**config.mk**
```make
export PLATFORM = sky130hd
export DESIGN_NAME = bus_slave_responder
export DESIGN_NICKNAME = d
export VERILOG_FILES = /design/src/rtl/bus_slave_responder_pkg.sv /design/src/rtl/bus_slave_responder_register_file.sv /design/src/rtl/bus_slave_responder.sv
export SDC_FILE = /design/constraint.sdc
export NUM_CORES = 1
export LEC_CHECK = 0
export CAP_MARGIN = 20
export CORE_MARGIN = 8
export CORE_UTILIZATION = 52
export CTS_CLUSTER_DIAMETER = 50
export CTS_CLUSTER_SIZE = 24
export DETAILED_ROUTE_END_ITERATION = 10
export GPL_TIMING_DRIVEN = 0
export PLACE_DENSITY = 0.76
export SYNTH_ARGS = -nofsm -noshare
export SYNTH_HDL_FRONTEND = slang
export SYNTH_HIERARCHICAL = 1
export SYNTH_SLANG_ARGS = --single-unit
```
**constraint.sdc**
```tcl
create_clock -name clock -period 1.96 [get_ports clock]
set_input_delay 0.196 -clock clock [delete_from_list [all_inputs] [get_ports clock]]
set_output_delay 0.196 -clock clock [all_outputs]
set_load 0.01 [all_outputs]
```
**src/rtl/bus_slave_responder_pkg.sv**
```systemverilog
// Shared bus encodings and types for the Yutorina slave responder.
package bus_slave_responder_pkg;

  localparam int unsigned WordAddrW  = 30;
  localparam int unsigned WordDataW  = 32;
  localparam int unsigned WaitCountW = 4;

  // Transfer direction as driven on read_write.
  localparam logic BusRead  = 1'b1;
  localparam logic BusWrite = 1'b0;

  typedef logic [WaitCountW-1:0] wait_count_t;
  typedef logic [WordDataW-1:0]  word_t;

  typedef enum logic [1:0] {
    StIdle  = 2'd0,
    StWait  = 2'd1,
    StReady = 2'd2
  } slave_state_e;

endpackage

```
**src/rtl/bus_slave_responder_register_file.sv**
```systemverilog
// Word register bank: synchronous write, asynchronous read, register 0 tapped out.
module bus_slave_responder_register_file
  import bus_slave_responder_pkg::*;
#(
  parameter int unsigned REG_COUNT   = 8,
  parameter word_t       RESET_VALUE = '0,
  localparam int unsigned IdxW       = $clog2(REG_COUNT)
) (
  input  logic            clk_i,
  input  logic            rst_ni,
  input  logic            we_i,
  input  logic [IdxW-1:0] waddr_i,
  input  word_t           wdata_i,
  input  logic [IdxW-1:0] raddr_i,
  output word_t           rdata_o,
  output word_t           reg0_o
);

  logic [REG_COUNT-1:0][WordDataW-1:0] regs_d, regs_q;

  // Next-state of the bank: only the addressed word changes on a write.
  always_comb begin
    regs_d = regs_q;
    if (we_i) begin
      regs_d[waddr_i] = wdata_i;
    end
  end

  // Bank storage with synchronous active-low reset.
  always_ff @(posedge clk_i) begin
    if (!rst_ni) begin
      regs_q <= {REG_COUNT{RESET_VALUE}};
    end else begin
      regs_q <= regs_d;
    end
  end

  assign rdata_o = regs_q[raddr_i];
  assign reg0_o  = regs_q[0];

endmodule

```
**src/rtl/bus_slave_responder.sv**
```systemverilog
// Slave-side responder: latches a selected request, waits WAIT_CYCLES, pulses ready_ once.
module bus_slave_responder
  import bus_slave_responder_pkg::*;
#(
  parameter int unsigned REG_COUNT   = 8,
  parameter int unsigned WAIT_CYCLES = 2,
  parameter word_t       RESET_VALUE = '0
) (
  input  logic                 clock,
  input  logic                 reset_,
  input  logic                 chip_select_,
  input  logic                 address_strobe_,
  input  logic [WordAddrW-1:0] slave_address,
  input  logic                 read_write,
  input  logic [WordDataW-1:0] write_data,
  output logic [WordDataW-1:0] read_data,
  output logic                 ready_,
  output logic [WordDataW-1:0] control_out
);

  localparam int unsigned IdxW = $clog2(REG_COUNT);

  slave_state_e    state_d, state_q;
  wait_count_t     count_d, count_q;
  logic [IdxW-1:0] idx_d, idx_q;
  logic            rw_d, rw_q;
  word_t           wdata_d, wdata_q;
  word_t           rdata_d, rdata_q;
  logic            ready_d, ready_q;

  logic            rf_we;
  logic [IdxW-1:0] rf_raddr;
  word_t           rf_rdata;
  logic            accept;

  // Upper address bits alias onto the same register window.
  logic unused_addr;
  assign unused_addr = ^slave_address[WordAddrW-1:IdxW];

  assign accept = !chip_select_ && !address_strobe_;

  // With zero wait states the read completes straight out of IDLE, so the live address is used.
  assign rf_raddr = (state_q == StIdle) ? slave_address[IdxW-1:0] : idx_q;
  assign rf_we    = (state_q == StReady) && (rw_q == BusWrite);

  // Next-state, request latch and registered output values.
  always_comb begin
    state_d = state_q;
    count_d = count_q;
    idx_d   = idx_q;
    rw_d    = rw_q;
    wdata_d = wdata_q;
    rdata_d = '0;
    ready_d = 1'b1;
    unique case (state_q)
      StIdle: begin
        if (accept) begin
          idx_d   = slave_address[IdxW-1:0];
          rw_d    = read_write;
          wdata_d = write_data;
          count_d = WaitCountW'(WAIT_CYCLES);
          if (WAIT_CYCLES == 0) begin
            state_d = StReady;
            ready_d = 1'b0;
            if (read_write == BusRead) begin
              rdata_d = rf_rdata;
            end
          end else begin
            state_d = StWait;
          end
        end
      end
      StWait: begin
        count_d = count_q - wait_count_t'(1);
        if (count_q == wait_count_t'(1)) begin
          state_d = StReady;
          ready_d = 1'b0;
          if (rw_q == BusRead) begin
            rdata_d = rf_rdata;
          end
        end
      end
      StReady: begin
        state_d = StIdle;
      end
      default: begin
        state_d = StIdle;
      end
    endcase
  end

  // FSM, counter, latch and output registers; reset drops any pending request.
  always_ff @(posedge clock) begin
    if (!reset_) begin
      state_q <= StIdle;
      count_q <= '0;
      idx_q   <= '0;
      rw_q    <= BusRead;
      wdata_q <= '0;
      rdata_q <= '0;
      ready_q <= 1'b1;
    end else begin
      state_q <= state_d;
      count_q <= count_d;
      idx_q   <= idx_d;
      rw_q    <= rw_d;
      wdata_q <= wdata_d;
      rdata_q <= rdata_d;
      ready_q <= ready_d;
    end
  end

  bus_slave_responder_register_file #(
    .REG_COUNT  (REG_COUNT),
    .RESET_VALUE(RESET_VALUE)
  ) u_register_file (
    .clk_i  (clock),
    .rst_ni (reset_),
    .we_i   (rf_we),
    .waddr_i(idx_q),
    .wdata_i(wdata_q),
    .raddr_i(rf_raddr),
    .rdata_o(rf_rdata),
    .reg0_o (control_out)
  );

  assign read_data = rdata_q;
  assign ready_    = ready_q;

endmodule

```
==> metrics.yaml, run 1 <==
hold_ws_ps: 178.5
tns_ps: -5715
routed_wl_mm: 38.64
ant_nets: 0
synth_area_sq_um: 14560
reg2reg_depth: 7
htreeDepth: 1
violations: "negative setup slack"
synthTopCellsByArea: "dfxtp_1 46%, nand2_1 15%, a21boi_1 13%"
maxSlewViolCount: 0
synth_top_area_cell: "dfxtp_1"
synthFlopType: "dfxtp_1"
synth_edf_count: 0
crit_type: "flop to flop"
relSlewSlack: 0.5337
syn_inst: 1570
period_needed_ps: 2179
grt_max_degree: 22
hold_viol: 0
hp-start: "write_data[26]"
area_delta_synth_final_pct: 19.74
wl_per_cell_um: 18.25
dr.first_iter.drc_count: 954
critPathSlowestCell: "mux4_2"
synth_common_cells: "585 x nand2_1, 331 x dfxtp_1, 247 x a21boi_1"
ios: 132
globalRouteMet1Util: 0.2737
antenna_found_initial: 0
dp_slack_ps: -625.7
cpMostUsedCell: "buf_12"
p_sw_uw: 3394
p_seq_frac: 0.482
grtUsageTotal: 0.2225
layout_setup_ws_ps: -218.8
setup_violations: 32
yosysTopAreaCellShare: 0.4552
async_flop_share: 0
numCtsBuffers: 31
post-synth-top-count-cell: "nand2_1"
postLayoutCellArea_sq_um: 17430
place_congestion: 0.8596
power_leakage_uw: 0.006297
skew_ps: 25.99
cts_tree: "built"
clk_latency_ps: 560
synth_warnings: 6
core-area_sq_um: 27710
port_buffers: 104
drive_gt1_frac: 0.1806
cts_root_buffer: "clkbuf_16"
viasPerCell: 5.367
grt-ovfl-total: 0
fin_total_pwr_uw: 14120
hpwlAfterDp_mm: 28.01
placed_area_sq_um: 16080
rows: 61
antenna_cells: 0
status: "complete, but fails checks"
grt_pass1_wl_mm: 60.18
hold_end: "wdata_q[26]"
synth-seq-cells: 331
grt.met3_usage: 0.04689
rrSetupSlack_ps: -220
synth.yosys.seq_area_share: 0.4552
grt_pass1_vias: 11386
min_path_type: "primary input to flop"
min_delay_path_depth: 3
num_vias: 11361
die_w_um: 183.3
synth_nets: 1639
cp-end-kind: "flop"
synth.avg_cell_area_sq_um: 9.272
clock_sinks: 331
critPathRequiredTime_ps: 2390
die_y_um: 183.3
firstDrtPassIters: 7
switching_share: 0.2404
fmax_ghz: 0.4590
path_clk_slew_ps: 80
fin_nets: 1785
die-area_sq_um: 33600
drv_cap: 0
r2r_start: "state_q[1]"
cts_max_path_buffers: 3
cp_data_arrival_time_ps: 2610
route.detailed.drc: 0
path_cells: "nor2_4 > mux2_4 > buf_12 > buf_12 > mux4_2 > mux2_2 > and2_1"
max_stage_delay_ps: 450
start_util: 0.5254
worstSetupStartpointType: "flop"
peakVddDrop_mv: 0.6557
p_comb_frac: 0.069
pwr-share-clk: 0.450
power_density_nw_per_um2: 810.2
ys_types: 41
rsz0062_at_grt: "yes"
grtUsageMet2: 0.3836
critPathMaxFanout: 10
tightest_slew_ps: 699.4
top_usage_layer: "met2"
r2r-end: "read_data[30]"
power.internal_uw: 10730
period_share: 1.112
## critical path, delay by kind of cell (launching register included)
kind / cells / cell delay (ps)
buffers and inverters: 2 / 310
flip-flops: 1 / 370
multiplexers: 3 / 1060
AND/OR/NAND/NOR: 2 / 320
## stage by stage
stage / util / instances
finish: 0.6291 / 2117
global route: 0.6291 / 2117
CTS: 0.6256 / 2113
detailed placement: 0.5804 / 2052
global placement: 0.5804 / 2052
floorplan: - / 1570
## registers in the layout, indices dropped and copies added, names as in the netlist
register and flops:
u_register_file/reg0_o 32, u_register_file/regs_q 224, wdata_q 32, rw_q 1, state_q 2, ready_ 1, count_q 4, idx_q 3
read_data 32
## logic make-up (layout without fill, tap and decap cells)
logic type	after synthesis	in the layout	share of synthesized area
buffers and inverters	191	360	0.07212
XOR/XNOR	1	1	0.0006018
AND/OR/NAND/NOR	651	651	0.1845
AO/OA/AOI/OAI	294	294	0.1516
adder cells (fa/ha/maj)	2	2	0.001719
multiplexers	100	100	0.1343
flip-flops	331	331	0.4552
## worst max path at each step
stage | from | to | depth (start not counted)
after global routing | state_q[1] | read_data[18] | 7
final | state_q[1] | read_data[30] | 7
after global placement | slave_address[1] | read_data[28] | 6
after floorplan | state_q[0] | read_data[27] | 8
after detailed placement | slave_address[1] | read_data[28] | 6
after CTS | state_q[1] | read_data[29] | 7
## routing by layer
| layer | share of wire | vias up | wire, um |
|---|---|---|---|
| met5 | 0 | - | 0 |
| met4 | 0.028 | 0 | 1064 |
| met3 | 0.075 | 73 | 2902 |
| met2 | 0.48 | 391 | 18580 |
| met1 | 0.42 | 5437 | 16090 |
| li1 | - | 5460 | - |
## repair_timing
item,CTS,global route
hold buffers,0,0
pin swaps,2,0
cloned,0,1
resized for setup,41,25
hold endpoints to repair,0,0
endpoints found under the setup margin,288,228
setup buffers,8,5
## power by group through the flow
stage               Clock [uW]  Combinational [uW]  Sequential, uW
floorplan                    0                 605            6940
global placement             0                 899            6950
detailed placement           0                 911            6960
CTS                       6430                 936            6800
global route              6730                1030            6810
finish                    6350                 970            6800
## cell usage in the layout (no fill, tap or decap), types with 3 or more instances in the layout
cell type,count
nand4bb_1,3
mux4_1,5
mux4_2,59
buf_6,6
mux2_4,24
and4b_1,3
and2_4,10
inv_1,3
a21boi_1,247
clkbuf_8,6
nand2_1,585
buf_4,61
nand4b_1,3
mux2_2,11
clkbuf_16,32
clkbuf_2,9
clkbuf_1,54
buf_2,56
buf_12,7
and2_1,23
nand3_1,3
dfxtp_1,327
a21boi_0,44
inv_8,4
inv_6,5
clkdlybuf4s50_1,104
## final cells by class
cell class                 instances  area, sq um
fill                            2267        10280
multi-input combinational       1048         6928
sequential                       331         6636
timing repair buffer             118         1180
buffer                           183         1110
clock buffer                      37        858.3
tap                              378        473.0
clock inverter                    19        232.7
inverter                           3        11.26
No activity file was read; power rests on OpenSTA's default activity.
==> run 2, diff against run 1 <==
--- a/config.mk
+++ b/config.mk
@@ -5,14 +5,17 @@
 export SDC_FILE = /design/constraint.sdc
 export NUM_CORES = 1
 export LEC_CHECK = 0
+export ABC_AREA = 1
 export CAP_MARGIN = 20
+export CELL_PAD_IN_SITES_DETAIL_PLACEMENT = 0
+export CELL_PAD_IN_SITES_GLOBAL_PLACEMENT = 1
 export CORE_MARGIN = 8
-export CORE_UTILIZATION = 52
+export CORE_UTILIZATION = 44
 export CTS_CLUSTER_DIAMETER = 50
 export CTS_CLUSTER_SIZE = 24
 export DETAILED_ROUTE_END_ITERATION = 10
 export GPL_TIMING_DRIVEN = 0
-export PLACE_DENSITY = 0.76
+export PLACE_DENSITY = 0.84
 export SYNTH_ARGS = -nofsm -noshare
 export SYNTH_HDL_FRONTEND = slang
 export SYNTH_HIERARCHICAL = 1
==> constraint.sdc (replaced) <==
create_clock -name clock -period 2.65 [get_ports clock]
set_input_delay 0.265 -clock clock [delete_from_list [all_inputs] [get_ports clock]]
set_output_delay 0.265 -clock clock [all_outputs]
set_load 0.01 [all_outputs]
==> metrics.yaml, run 2 <==
status: "finished, final reports clean"
finalCoreUtilization: 0.5248  # -0.1043
reg2reg_depth: 12  # +5
min_path_type: "primary input to flop"
r2r-end: "read_data[11]"
fillers: 3505  # +55%
power_leakage_uw: 0.007697  # +22%
power.internal_uw: 8315  # -22%
synthTopCellsByArea: "dfxtp_1 44%, nor2_1 14%, nand2_1 11%"
postCtsHoldBufs: 0  # unchanged
p_sw_uw: 3148  # -7.3%
period_needed_ps: 2383  # +204.1 ps
start_util: 0.4427  # -0.08266
crit_type: "flop to flop"
num_vias: 13778  # +21%
skew_ps: 12.23  # -13.76 ps
final_common_cell: "nor2_1"
hpwlAfterDp_mm: 34.00  # +21%
hold_viol: 0  # unchanged
synth-seq-cells: 331  # unchanged
cts_root_buffer: "clkbuf_16"
rrSetupSlack_ps: 270  # +490 ps
syn_inst: 2319  # +48%
grt_pass1_vias: 13276  # +17%
routed_wl_mm: 44.62  # +15%
clk_latency_ps: 510  # -50 ps
place_congestion: 0.8711  # +1.3%
dr.first_iter.drc_count: 778  # -18%
fin_nets: 2530  # +42%
core-area_sq_um: 34290  # +24%
synth_warnings: 6  # unchanged
numCtsBuffers: 36  # +16%
ys_types: 24  # -41%
synth.yosys.seq_area_share: 0.4365  # -0.01872
grtUsageMet2: 0.3623  # -0.02129
viasPerCell: 4.683  # -13%
p_comb_frac: 0.104  # +0.035
die_w_um: 201.7  # +10%
die_y_um: 201.7  # +10%
r2r_start: "state_q[0]"
grt_pass1_wl_mm: 72.25  # +20%
placed_area_sq_um: 16790  # +4.4%
drv_cap: 0  # unchanged
fmax_ghz: 0.4197  # -8.6%
switching_share: 0.2746  # +0.03421
stdcell_count: 2942  # +39%
critPathRequiredTime_ps: 3060  # +670 ps
largest_reg_flops: 224  # unchanged
power_density_nw_per_um2: 637.1  # -21%
rows: 68  # +11%
synth_nets: 2388  # +46%
grt_max_degree: 18  # -18%
cp_data_arrival_time_ps: 2790  # +180 ps
synth_edf_count: 0  # unchanged
synth_top_area_cell: "dfxtp_1"
grt.met3_usage: 0.03377  # -0.01312
place_inst: 2878  # +40%
htreeDepth: 2  # +1
endpoint: "read_data[11]"
setup_violations: 0  # -100%
cts_tree: "built"
drive_gt1_frac: 0.09694  # -0.08362
tns_ps: 0  # +5715 ps
cp-end-kind: "flop"
async_flop_share: 0  # unchanged
globalRouteMet1Util: 0.2907  # +0.01692
yosysTopAreaCellShare: 0.4365  # -0.01872
port_buffers: 104  # unchanged
hp-start: "read_write"
grt-ovfl-total: 0  # unchanged
area_delta_synth_final_pct: 18.53
worstSetupStartpointType: "flop"
ant_nets: 0  # unchanged
cpMostUsedCell: "nand2_1"
synth.avg_cell_area_sq_um: 6.546  # -29%
clock_sinks: 331  # unchanged
synth_area_sq_um: 15180  # +4.3%
relSlewSlack: 0.5497  # +0.01603
p_seq_frac: 0.451  # -0.031
maxSlewViolCount: 0  # unchanged
antenna_found_initial: 0  # unchanged
synth_common_cells: "584 x nor2_1, 431 x nand2_1, 331 x dfxtp_1"
cts_resized: 0  # -100%
die-area_sq_um: 40700  # +21%
startpoint: "state_q[0]"
critPathMaxFanout: 10  # unchanged
period_share: 0.8992  # -0.2124
synthFlopType: "dfxtp_1"
cts_setup_buffers: 0  # -8
wl_per_cell_um: 15.17  # -17%
route.detailed.drc: 0  # unchanged
top_register: "u_register_file/regs_q"
max_stage_delay_ps: 410  # -40 ps
cts_max_path_buffers: 3  # unchanged
rsz0062_at_grt: "no"
firstDrtPassIters: 6  # -1
ios: 132  # unchanged
final_cell_mix: "584 x nor2_1, 431 x nand2_1, 331 x dfxtp_1, 302 x inv_1, 287 x o21ai_0"
path_cells: "inv_2 > nand2_1 > o21ai_0 > buf_2 > buf_2 > nand2_1 > nand3_1 > nand2_1 > nand2_1 > nand2_1 > inv_1 > nor2_2"
pwr-share-clk: 0.444  # -0.006
critPathSlowestCell: "o21ai_0"
post-synth-top-count-cell: "nor2_1"
top_usage_layer: "met2"
path_clk_slew_ps: 70  # about the same
grtUsageTotal: 0.2191  # -0.003433
tightest_slew_ps: 675.4  # -24.04 ps
postLayoutCellArea_sq_um: 17990  # +3.2%
peakVddDrop_mv: 0.3753  # -43%
==> run 2: changes by cell type after synthesis, moves of 39 or more <==
cell,delta
inv_1,+299
a21boi_1,-247
nand3_1,+136
nand2_1,-154
a21boi_0,-44
mux4_2,-39
nor2_1,+582
o21ai_0,+286
==> run 2: layer usage <==
layer | up-vias | wire, um
li1 | 7264 | -
met1 | 6122 | 21150
met2 | 312 | 19800
met3 | 80 | 2421
met4 | 0 | 1246
met5 | - | 0
==> run 2: critical path: cells and delay by family (launching register included) <==
kind,cells,cell delay (ps)
buffers and inverters,4,880
AND/OR/NAND/NOR,7,650
AO/OA/AOI/OAI,1,410
flip-flops,1,340
==> run 2: cells by family after synthesis <==
kind of cell | count (synthesis) | synth area share
simple gates | 1200 | 0.3172
buf+inv | 487 | 0.1459
compound gates | 299 | 0.09874
fa+ha+maj | 2 | 0.001648
flops | 331 | 0.4365
==> run 2: area by class of cell <==
type	instances	area [sq um]	area share
Tap cell	455	569.3	0.03164
Antenna cell	1	2.502	0.0001391
Multi-Input combinational cell	1501	6340	0.3523
Timing Repair Buffer	104	1041	0.05785
Inverter	317	1192	0.06627
Clock buffer	40	967.2	0.05375
Clock inverter	23	232.7	0.01293
Sequential cell	331	6626	0.3683
Buffer	170	1022	0.05681
==> run 2: worst min path at each step <==
| stage | endpoint | slack, ps | cells after the start |
|---|---|---|---|
| final | rw_q | 310 | 3 |
| after CTS | rw_q | 300 | 3 |
| after global routing | rw_q | 360 | 3 |
| after floorplan | rw_q | 380 | 2 |
| after detailed placement | u_register_file/regs_q[105] | 470 | 2 |
| after global placement | u_register_file/regs_q[59] | 460 | 2 |
==> run 2: stage by stage <==
step	setup slack (ps)	hold slack [ps]	power [uW]
after floorplan	1079	378.2	6002
after global placement	175.3	461.2	6461
after detailed placement	82.98	470.5	6470
after CTS	325.3	300.8	11580
after global routing	78.12	355.2	11940
final	267.1	314.8	11460
==> run 2: power by group through the flow <==
stage	Clock (uW)	Sequential (uW)	Combinational, uW
after global routing	5400	5180	1360
after CTS	5220	5170	1190
final	5090	5180	1190
after floorplan	0	5200	803
after detailed placement	0	5280	1190
after global placement	0	5280	1180
==> run 3, diff against run 2 <==
--- a/config.mk
+++ b/config.mk
@@ -5,17 +5,16 @@
 export SDC_FILE = /design/constraint.sdc
 export NUM_CORES = 1
 export LEC_CHECK = 0
-export ABC_AREA = 1
 export CAP_MARGIN = 20
 export CELL_PAD_IN_SITES_DETAIL_PLACEMENT = 0
 export CELL_PAD_IN_SITES_GLOBAL_PLACEMENT = 1
 export CORE_MARGIN = 8
-export CORE_UTILIZATION = 44
+export CORE_UTILIZATION = 48
 export CTS_CLUSTER_DIAMETER = 50
 export CTS_CLUSTER_SIZE = 24
 export DETAILED_ROUTE_END_ITERATION = 10
-export GPL_TIMING_DRIVEN = 0
-export PLACE_DENSITY = 0.84
+export PLACE_DENSITY = 0.85
+export REMOVE_ABC_BUFFERS = 1
 export SYNTH_ARGS = -nofsm -noshare
 export SYNTH_HDL_FRONTEND = slang
 export SYNTH_HIERARCHICAL = 1
==> metrics.yaml, run 3 (synthesized netlist as in run 1, its figures left out) <==
dp_slack_ps: 232.3  # +149.4 ps
core-area_sq_um: 29720  # -13%
postCtsHoldBufs: 0  # unchanged
numCtsBuffers: 35  # -2.8%
clk_latency_ps: 510  # about the same
drv_cap: 0  # unchanged
start_util: 0.4898  # +0.04709
cts_resized: 0  # unchanged
die_w_um: 190.1  # -5.7%
status: "finished, final reports clean"
hold_viol: 0  # unchanged
critPathRequiredTime_ps: 3060  # about the same
skew_ps: 21.09  # +8.868 ps
antenna_found_initial: 0  # unchanged
top_register: "u_register_file/regs_q"
final_common_cell: "nand2_1"
fillers: 2654  # -24%
place_inst: 1920  # -33%
maxSlewViolCount: 0  # unchanged
power_density_nw_per_um2: 633.9  # -0.49%
largest_reg_flops: 224  # unchanged
cp_data_arrival_time_ps: 2720  # -70 ps
min_path_type: "primary input to flop"
rows: 63  # -7.4%
ant_nets: 0  # unchanged
wl_per_cell_um: 18.37  # +21%
rsz0062_at_grt: "no"
hold_ws_ps: 80.97  # -233.8 ps
fin_total_pwr_uw: 10620  # -7.4%
cts_tree: "built"
grt_pass1_wl_mm: 59.01  # -18%
period_needed_ps: 2310  # -72.74 ps
port_buffers: 104  # unchanged
dr.first_iter.drc_count: 730  # -6.2%
cts_root_buffer: "clkbuf_16"
area_delta_synth_final_pct: 15.04
die-area_sq_um: 36160  # -11%
ios: 132  # unchanged
hpwlAfterDp_mm: 21.75  # -36%
grtUsageTotal: 0.2024  # -0.01667
firstDrtPassIters: 5  # -1
critPathMaxFanout: 26  # +16
setup_violations: 0  # unchanged
stdcell_count: 1980  # -33%
route.detailed.drc: 0  # unchanged
htreeDepth: 2  # unchanged
cts_max_path_buffers: 3  # unchanged
antenna_cells: 0  # -1
viasPerCell: 5.367  # +15%
crit_type: "flop to flop"
period_share: 0.8717  # -0.02745
clock_sinks: 331  # unchanged
num_vias: 10627  # -23%
cp-end-kind: "flop"
grt_max_degree: 181  # +163
relSlewSlack: 0.5341  # -0.01565
layout_setup_ws_ps: 339.9  # +72.74 ps
worstSetupStartpointType: "flop"
routed_wl_mm: 36.38  # -18%
peakVddDrop_mv: 0.4457  # +19%
power_leakage_uw: 0.005840  # -24%
tightest_slew_ps: 697.9  # +22.51 ps
tns_ps: 0  # unchanged
grt-ovfl-total: 0  # unchanged
drive_gt1_frac: 0.1208  # +0.02381
final_cell_mix: "585 x nand2_1, 331 x dfxtp_1, 247 x a21boi_1, 103 x clkdlybuf4s50_1, 44 x a21boi_0"
grt_pass1_vias: 10680  # -20%
fin_nets: 1636  # -35%
fmax_ghz: 0.4329  # +3.1%
place_congestion: 0.7180  # -18%
cts_setup_buffers: 0  # unchanged
die_y_um: 190.1  # -5.7%
path_clk_slew_ps: 70  # about the same
run 3: final timing paths:
kind	from	depth (start not counted)	endpoint	slack, ps
worst max-delay path	state_q[1]	6	read_data[5]	340
worst min-delay path	reset_	2	wdata_q[1]	80
worst max register to register	state_q[1]	6	read_data[5]	340
worst min register to register	u_register_file/regs_q[33]	2	u_register_file/regs_q[33]	450
run 3: metrics by stage:
stage                     utilization  area [sq um]
final                          0.5635         16750
after global placement         0.5238         15570
after detailed placement       0.5238         15570
after global routing           0.5635         16750
after floorplan                     -         13520
after CTS                      0.5635         16750
run 3: critical path, cell delays in order, from the launching register on:
cell	delay, ps
dfxtp_1	360
nor2_1	320
mux2_4	280
buf_12	240
mux4_1	600
mux2_4	260
and2_1	130
run 3: final cells by class:
cell class,count,area [sq um],area share
repair buffers,148,1510,0.09018
clock buffers,42,974.7,0.05820
inverters,3,11.26,0.0006724
clock inverters,18,205.2,0.01225
multi-input cells,1048,6930,0.4139
well taps,390,488.0,0.02914
flip-flops and latches,331,6626,0.3957
run 3: power breakdown:
part | total, uW | leakage [uW] | switching [uW] | internal (uW)
Combinational | 525 | 0.00259 | 258 | 268
Clock | 5010 | 0.000584 | 2060 | 2950
Sequential | 5080 | 0.00267 | 73.6 | 5010
run 3: layer usage:
metal,up-vias,part of all wire,track usage
met5,-,0,0
met4,0,0.017,0.04952
met3,51,0.049,0.03076
met2,206,0.48,0.3475
met1,5194,0.45,0.2643
li1,5176,-,-
